==> config.mk <==
export PLATFORM = sky130hd
export DESIGN_NAME = fifo_rr_arbiter
export DESIGN_NICKNAME = d
export VERILOG_FILES = /design/src/rtl/fifo_arb_pkg.sv /design/src/rtl/fifo_rr_arbiter_rr_pick.sv /design/src/rtl/fifo_rr_arbiter.sv
export SDC_FILE = /design/constraint.sdc
export NUM_CORES = 1
export LEC_CHECK = 0
export BUFFER_PORTS_ARGS = -buffer_cell sky130_fd_sc_hd__buf_2
export CORE_ASPECT_RATIO = 1.1
export CORE_MARGIN = 5
export CORE_UTILIZATION = 35
export DETAILED_ROUTE_END_ITERATION = 16
export PLACE_DENSITY = 0.74
export SLEW_MARGIN = 30
export SYNTH_ARGS = -nofsm -noshare
export SYNTH_HDL_FRONTEND = slang
export SYNTH_SLANG_ARGS = --single-unit
==> constraint.sdc <==
create_clock -name clk -period 2.6 [get_ports clk]
set_input_delay 0.26 -clock clk [delete_from_list [all_inputs] [get_ports clk]]
set_output_delay 0.26 -clock clk [all_outputs]
set_load 0.01 [all_outputs]
==> src/rtl/fifo_arb_pkg.sv <==
// Shared types and helpers for the FIFO read-side round-robin arbiter.
//   arb_state_e : arbiter FSM states
//   next_idx    : modulo-n increment, explicit compare so non-power-of-two n wraps correctly
//   cnt_width   : width of a counter that must hold 0..max inclusive
package fifo_arb_pkg;

    typedef enum logic {
        IDLE  = 1'b0,
        BURST = 1'b1
    } arb_state_e;

    function automatic int next_idx(input int idx, input int n);
        return (idx + 1 >= n) ? 0 : idx + 1;
    endfunction

    function automatic int cnt_width(input int max_val);
        return $clog2(max_val + 1);
    endfunction

endpackage

==> src/rtl/fifo_rr_arbiter_rr_pick.sv <==
// rr_pick: combinational round-robin picker.
// Finds the first asserted request at or after ptr, wrapping at N_SRC.
//   req   in  N_SRC          request vector
//   ptr   in  $clog2(N_SRC)  search start index (must be < N_SRC)
//   found out 1              at least one request asserted
//   idx   out $clog2(N_SRC)  index of the chosen request (0 when none)
module rr_pick #(
    parameter int  N_SRC = 4,
    localparam int IDX_W = $clog2(N_SRC)
) (
    input  logic [N_SRC-1:0] req,
    input  logic [IDX_W-1:0] ptr,
    output logic             found,
    output logic [IDX_W-1:0] idx
);

    // One spare bit so ptr + offset cannot overflow before the wrap compare.
    logic [IDX_W:0] pos;

    // Walk offsets from farthest to nearest so the nearest hit wins.
    always_comb begin
        found = 1'b0;
        idx   = '0;
        pos   = '0;
        for (int k = N_SRC - 1; k >= 0; k--) begin
            pos = {1'b0, ptr} + (IDX_W + 1)'(k);
            if (pos >= (IDX_W + 1)'(N_SRC)) begin
                pos = pos - (IDX_W + 1)'(N_SRC);
            end
            if (req[pos[IDX_W-1:0]]) begin
                found = 1'b1;
                idx   = pos[IDX_W-1:0];
            end
        end
    end

endmodule

==> src/rtl/fifo_rr_arbiter.sv <==
// fifo_rr_arbiter: drains N_SRC source FIFOs into one registered output stream,
// round-robin, holding each source for up to BURST_LEN consecutive beats.
//   clk, rst_n   clock, asynchronous active-low reset
//   src_valid_i  per-source FIFO has data
//   src_data_i   per-source FIFO pop data (unpacked array)
//   src_grant_o  per-source pop grant, at most one bit high
//   out_valid_o  output register holds a word
//   out_data_o   output word
//   out_src_o    source index of out_data_o
//   out_grant_i  consumer accepts the word
// Build option: define FIFO_ARB_LAST_EN to treat data bit DATA_WIDTH as a
// "last" marker that ends the current burst early.
//
// state | meaning
// IDLE  | no owner; every cycle is an arbitration from rr_ptr
// BURST | cur owns the stream; beat_cnt beats taken so far
module fifo_rr_arbiter
    import fifo_arb_pkg::*;
#(
    parameter int  N_SRC      = 4,
    parameter int  DATA_WIDTH = 32,
    parameter int  BURST_LEN  = 4,
    localparam int IDX_W      = $clog2(N_SRC)
) (
    input  logic                  clk,
    input  logic                  rst_n,
    input  logic [N_SRC-1:0]      src_valid_i,
    input  logic [DATA_WIDTH:0]   src_data_i [N_SRC],
    output logic [N_SRC-1:0]      src_grant_o,
    output logic                  out_valid_o,
    output logic [DATA_WIDTH:0]   out_data_o,
    output logic [IDX_W-1:0]      out_src_o,
    input  logic                  out_grant_i
);

    localparam int CNT_W = cnt_width(BURST_LEN);

    arb_state_e       state_q, state_d;
    logic [IDX_W-1:0] rr_ptr_q, rr_ptr_d;
    logic [IDX_W-1:0] cur_q, cur_d;
    logic [CNT_W-1:0] beat_q, beat_d;

    logic             accept;
    logic             owner_live;
    logic [IDX_W-1:0] search_ptr;
    logic             pick_found;
    logic [IDX_W-1:0] pick_idx;
    logic [IDX_W-1:0] sel;
    logic             xfer;
    logic [CNT_W-1:0] cnt_next;
    logic             last_mark;
    logic             burst_end;

    assign accept     = !out_valid_o || out_grant_i;
    assign owner_live = (state_q == BURST) && src_valid_i[cur_q];

    // A dropped owner moves the search start past itself in the same cycle,
    // giving it the lowest priority in this arbitration.
    assign search_ptr = (state_q == BURST) ? IDX_W'(next_idx(int'(cur_q), N_SRC)) : rr_ptr_q;

    rr_pick #(.N_SRC(N_SRC)) u_pick (
        .req   (src_valid_i),
        .ptr   (search_ptr),
        .found (pick_found),
        .idx   (pick_idx)
    );

    assign sel      = owner_live ? cur_q : pick_idx;
    assign xfer     = accept && (owner_live || pick_found);
    assign cnt_next = owner_live ? beat_q + CNT_W'(1) : CNT_W'(1);

`ifdef FIFO_ARB_LAST_EN
    assign last_mark = src_data_i[sel][DATA_WIDTH];
`else
    assign last_mark = 1'b0;
`endif

    assign burst_end = (cnt_next == CNT_W'(BURST_LEN)) || last_mark;

    // Grant is combinational; gated by rst_n so no pop happens while held in reset.
    always_comb begin
        src_grant_o = '0;
        if (rst_n && xfer) begin
            src_grant_o[sel] = 1'b1;
        end
    end

    always_comb begin
        state_d  = state_q;
        rr_ptr_d = rr_ptr_q;
        cur_d    = cur_q;
        beat_d   = beat_q;
        if (accept) begin
            if (!owner_live) begin
                rr_ptr_d = search_ptr;
            end
            if (xfer) begin
                cur_d = sel;
                if (burst_end) begin
                    state_d  = IDLE;
                    rr_ptr_d = IDX_W'(next_idx(int'(sel), N_SRC));
                    beat_d   = '0;
                end else begin
                    state_d = BURST;
                    beat_d  = cnt_next;
                end
            end else begin
                state_d = IDLE;
            end
        end
    end

    always_ff @(posedge clk or negedge rst_n) begin
        if (!rst_n) begin
            state_q  <= IDLE;
            rr_ptr_q <= '0;
            cur_q    <= '0;
            beat_q   <= '0;
        end else begin
            state_q  <= state_d;
            rr_ptr_q <= rr_ptr_d;
            cur_q    <= cur_d;
            beat_q   <= beat_d;
        end
    end

    always_ff @(posedge clk or negedge rst_n) begin
        if (!rst_n) begin
            out_valid_o <= 1'b0;
            out_data_o  <= '0;
            out_src_o   <= '0;
        end else if (accept) begin
            out_valid_o <= xfer;
            if (xfer) begin
                out_data_o <= src_data_i[sel];
                out_src_o  <= sel;
            end
        end
    end

endmodule

==> summary.txt <==
GRT
  – Grt ovf: 0
  – Total Routing Usage GR: 19.2%
  – First-pass GRT wire length: 19.0 mm
  – GR Util met3: 4.00%
  – M1 GR Usage: 22.6%
  – Global route hottest layer: met2
  – Pin count of the biggest net entering global routing: 67
  – Initial antenna violation count: 0
  – GRT met2 Usage: approximately a third
  – Vias in the first global route: 3872

STA
  – Final WS setup: -0.186 ns
  – Final Cycle Share: 107%
  – Fmax: 359 MHz
  – RSZ-0062 raised after global routing: yes
  – Fin. Hold Viols: 0
  – Pins over their slew limit: 0
  – Worst-Margin Slew: 0.549 ns
  – Tmin final: 2.79 ns
  – Normalized max-slew margin: between 60 and 70%
  – Setup-failing EPs final: 37
  – Clock Skews: 0.00998 ns
  – Hold Worst Slack: roughly 0.11 ns

Clock network
  – Clock sink total: 42
  – Worst-path clk slew: 0.08 ns
  – Total CTS buffers: 5
  – Worst skew pair latency: 0.29 ns
  – Clk buf depth: 2
  – Post-CTS Hold Buffers: 0
  – Total number of H-tree levels: 2
  – TritonCTS clock tree: done
  – Root Buffer: clkbuf_8

Routing
  – Drt pass-1 iters: 4
  – Drt initial violations: 142
  – Wire length per cell: between 15 and 20 um
  – Drt drc: 0
  – DRT Wirelength: about 12 mm
  – Via/cell ratio: roughly 5.5
  – ANT nets after route: 0
  – Via count: 3642

Yosys
  – Synthesized net count: 507
  – Syn avg cell area: 9.57 sq um
  – Post-Syn Area: about 3500 sq um
  – EDFF count, synth: 0
  – Synth cell types: 51
  – Async SR Flop Fraction: 100%
  – Synth warnings: 0
  – Syn Inst Count: 362
  – Top_reg_cell synth: dfrtp_1
  – Sequential area share after synthesis: 30.3%
  – Yosys reg bits: 42

Critical path
  – Setup crit end: src_grant_o[1]
  – Worst path required time: about 2.3 ns
  – Startpoint types: flop
  – Max Fanout on Critical Path: 5
  – Worst R2R End: out_data_o[29]
  – Data arrival time of the worst path: 2.53 ns
  – R2r startpoint: cur_q[1]
  – Crit path kind: reg -> out
  – Reg2reg path depth: 10
  – R2r setup slk: -0.09 ns
  – Nature of the critical path endpoint: output port
  – Crit path launch: cur_q[1]

Power and ir drop
  – Maximum vdd drop: 531 uV
  – Pwr Density: 1280 nW/um^2
  – Leak: 2.14 nW

Placed design
  – Port bufs: 178
  – Area after DPL: 4470 sq um
  – Hpwl dp: 8.31 mm
  – Gpl congestion: 0.874

Floorplan
  – Die Y-Extent: 114 um
  – Die X: 105 um
  – Starting Density: 35.4%
  – Num ports: 179
  – Die area: roughly 12000 sq um
  – Rows: 38
  – Core Region: 9790 sq um

Finish
  – Fillers: 928
  – Commonest non-fill, non-tap cells in the layout: 177 x buf_2, 66 x a21boi_0, 45 x a211oi_1
  – Layout cells sized above 1: 52.5%
  – Nets: 683
  – Ant. Diodes: 0
  – Syn-to-layout area delta: 39.5%
  – Most common cell after layout, fill and taps aside: buf_2
  – Multi-input gate area: 2260 sq um
  – Design Area, Final: 4830 sq um
  – Register area: 1050 sq um

Status
  – Outcome: finished with violations
  – Failing checks: negative setup slack

Worst hold path
  – Worst Hold Class: in -> async

Job
  – Max cap viols: 0
-- routing by layer --
layer	wire length, um	up-vias
met1	4790	1750
met3	652	22
met4	240	0
met5	0	-
met2	6160	124
li1	-	1746
-- synth_stat cells (all sizes together), types with 2 or more instances --
cell type,count,area [sq um]
nor4,2,12.5
ha,6,75.1
a21boi,66,495
clkbuf,11,41.3
mux2,2,26.3
or2,2,12.5
nand2b,6,37.5
a211oi,66,586
nor2,5,18.8
mux2i,2,20.0
inv,4,17.5
nor3b,3,22.5
nand3,3,27.5
and3,4,25.0
and2,4,27.5
o21ai,7,35.0
nand2,41,154
o31ai,34,369
or3b,3,26.3
dfrtp,42,1050
buf,27,189
nor2b,3,18.8
a21oi,4,20.0
a221o,2,20.0
-- critical path: stages, from the launching register on --
cell and delay, ns:
dfrtp_2 0.43, ha_4 0.26, mux2_4 0.29, a221o_1 0.41, a31oi_4 0.16, and2_4 0.19
buf_6 0.12, ha_4 0.12, and3_1 0.14, buf_2 0.13
-- kinds of logic after synthesis --
logic type / synth area share, %
compound gates: 46.6
fa+ha+maj: 2.17
buf+inv: 7.15
flops: 30.3
mux: 1.99
simple gates: 11.7
-- flip-flops by register name, indices dropped and copies added, names as in the netlist --
register and cells:
out_data_o 33, beat_q 3, cur_q 2, rr_ptr_q 2, out_valid_o 1, state_q 1
-- through the flow --
| stage | cells | TNS [ns] | power [W] | utilization [%] | setup WS, ns |
|---|---|---|---|---|---|
| 5_1_grt | 659 | -6.18 | 0.00669 | 49.4 | -0.274 |
| 3_5_place_dp | 637 | -2.17 | 0.00510 | 45.7 | -0.176 |
| 4_1_cts | 658 | -1.90 | 0.00622 | 49.2 | -0.161 |
| 3_3_place_gp | 637 | -0.189 | 0.00499 | 45.7 | -0.120 |
| 6_report | 659 | -2.65 | 0.00619 | 49.4 | -0.186 |
| 2_1_floorplan | 362 | 0 | 0.00402 | - | 0.0129 |
-- how the worst min path moves through the flow --
stage | cells after the start | slack [ns] | startpoint | end
6_report | 2 | 0.11 | rst_n | out_valid_o
5_1_grt | 2 | 0.16 | rst_n | out_valid_o
4_1_cts | 2 | 0.11 | rst_n | out_valid_o
3_5_place_dp | 2 | 0.44 | rst_n | out_valid_o
3_3_place_gp | 2 | 0.42 | rst_n | out_valid_o
2_1_floorplan | 0 | -0.04 | rst_n | beat_q[0]
-- what timing repair did --
action                                  4_1_cts  5_1_grt
endpoints found under the setup margin       37       37
gates resized for setup                      27        1
pin swaps                                    13        3
gates cloned                                  3        0
setup buffers                                10        1
-- final cells by class --
| cell class | count | share of cell area [%] |
|---|---|---|
| Inverter | 4 | 0.414 |
| Sequential cell | 42 | 21.8 |
| Tap cell | 120 | 3.11 |
| Timing Repair Buffer | 207 | 25.9 |
| Multi-Input combinational cell | 278 | 46.8 |
| Clock inverter | 2 | 0.259 |
| Clock buffer | 6 | 1.71 |
-- where the power goes --
part	switching (W)	internal [W]
combinational	0.00251	0.00205
clock	0.000231	0.000214
sequential	0.000216	0.000972
total	0.00296	0.00323
Note: power is estimated with default switching activity, not from simulation.
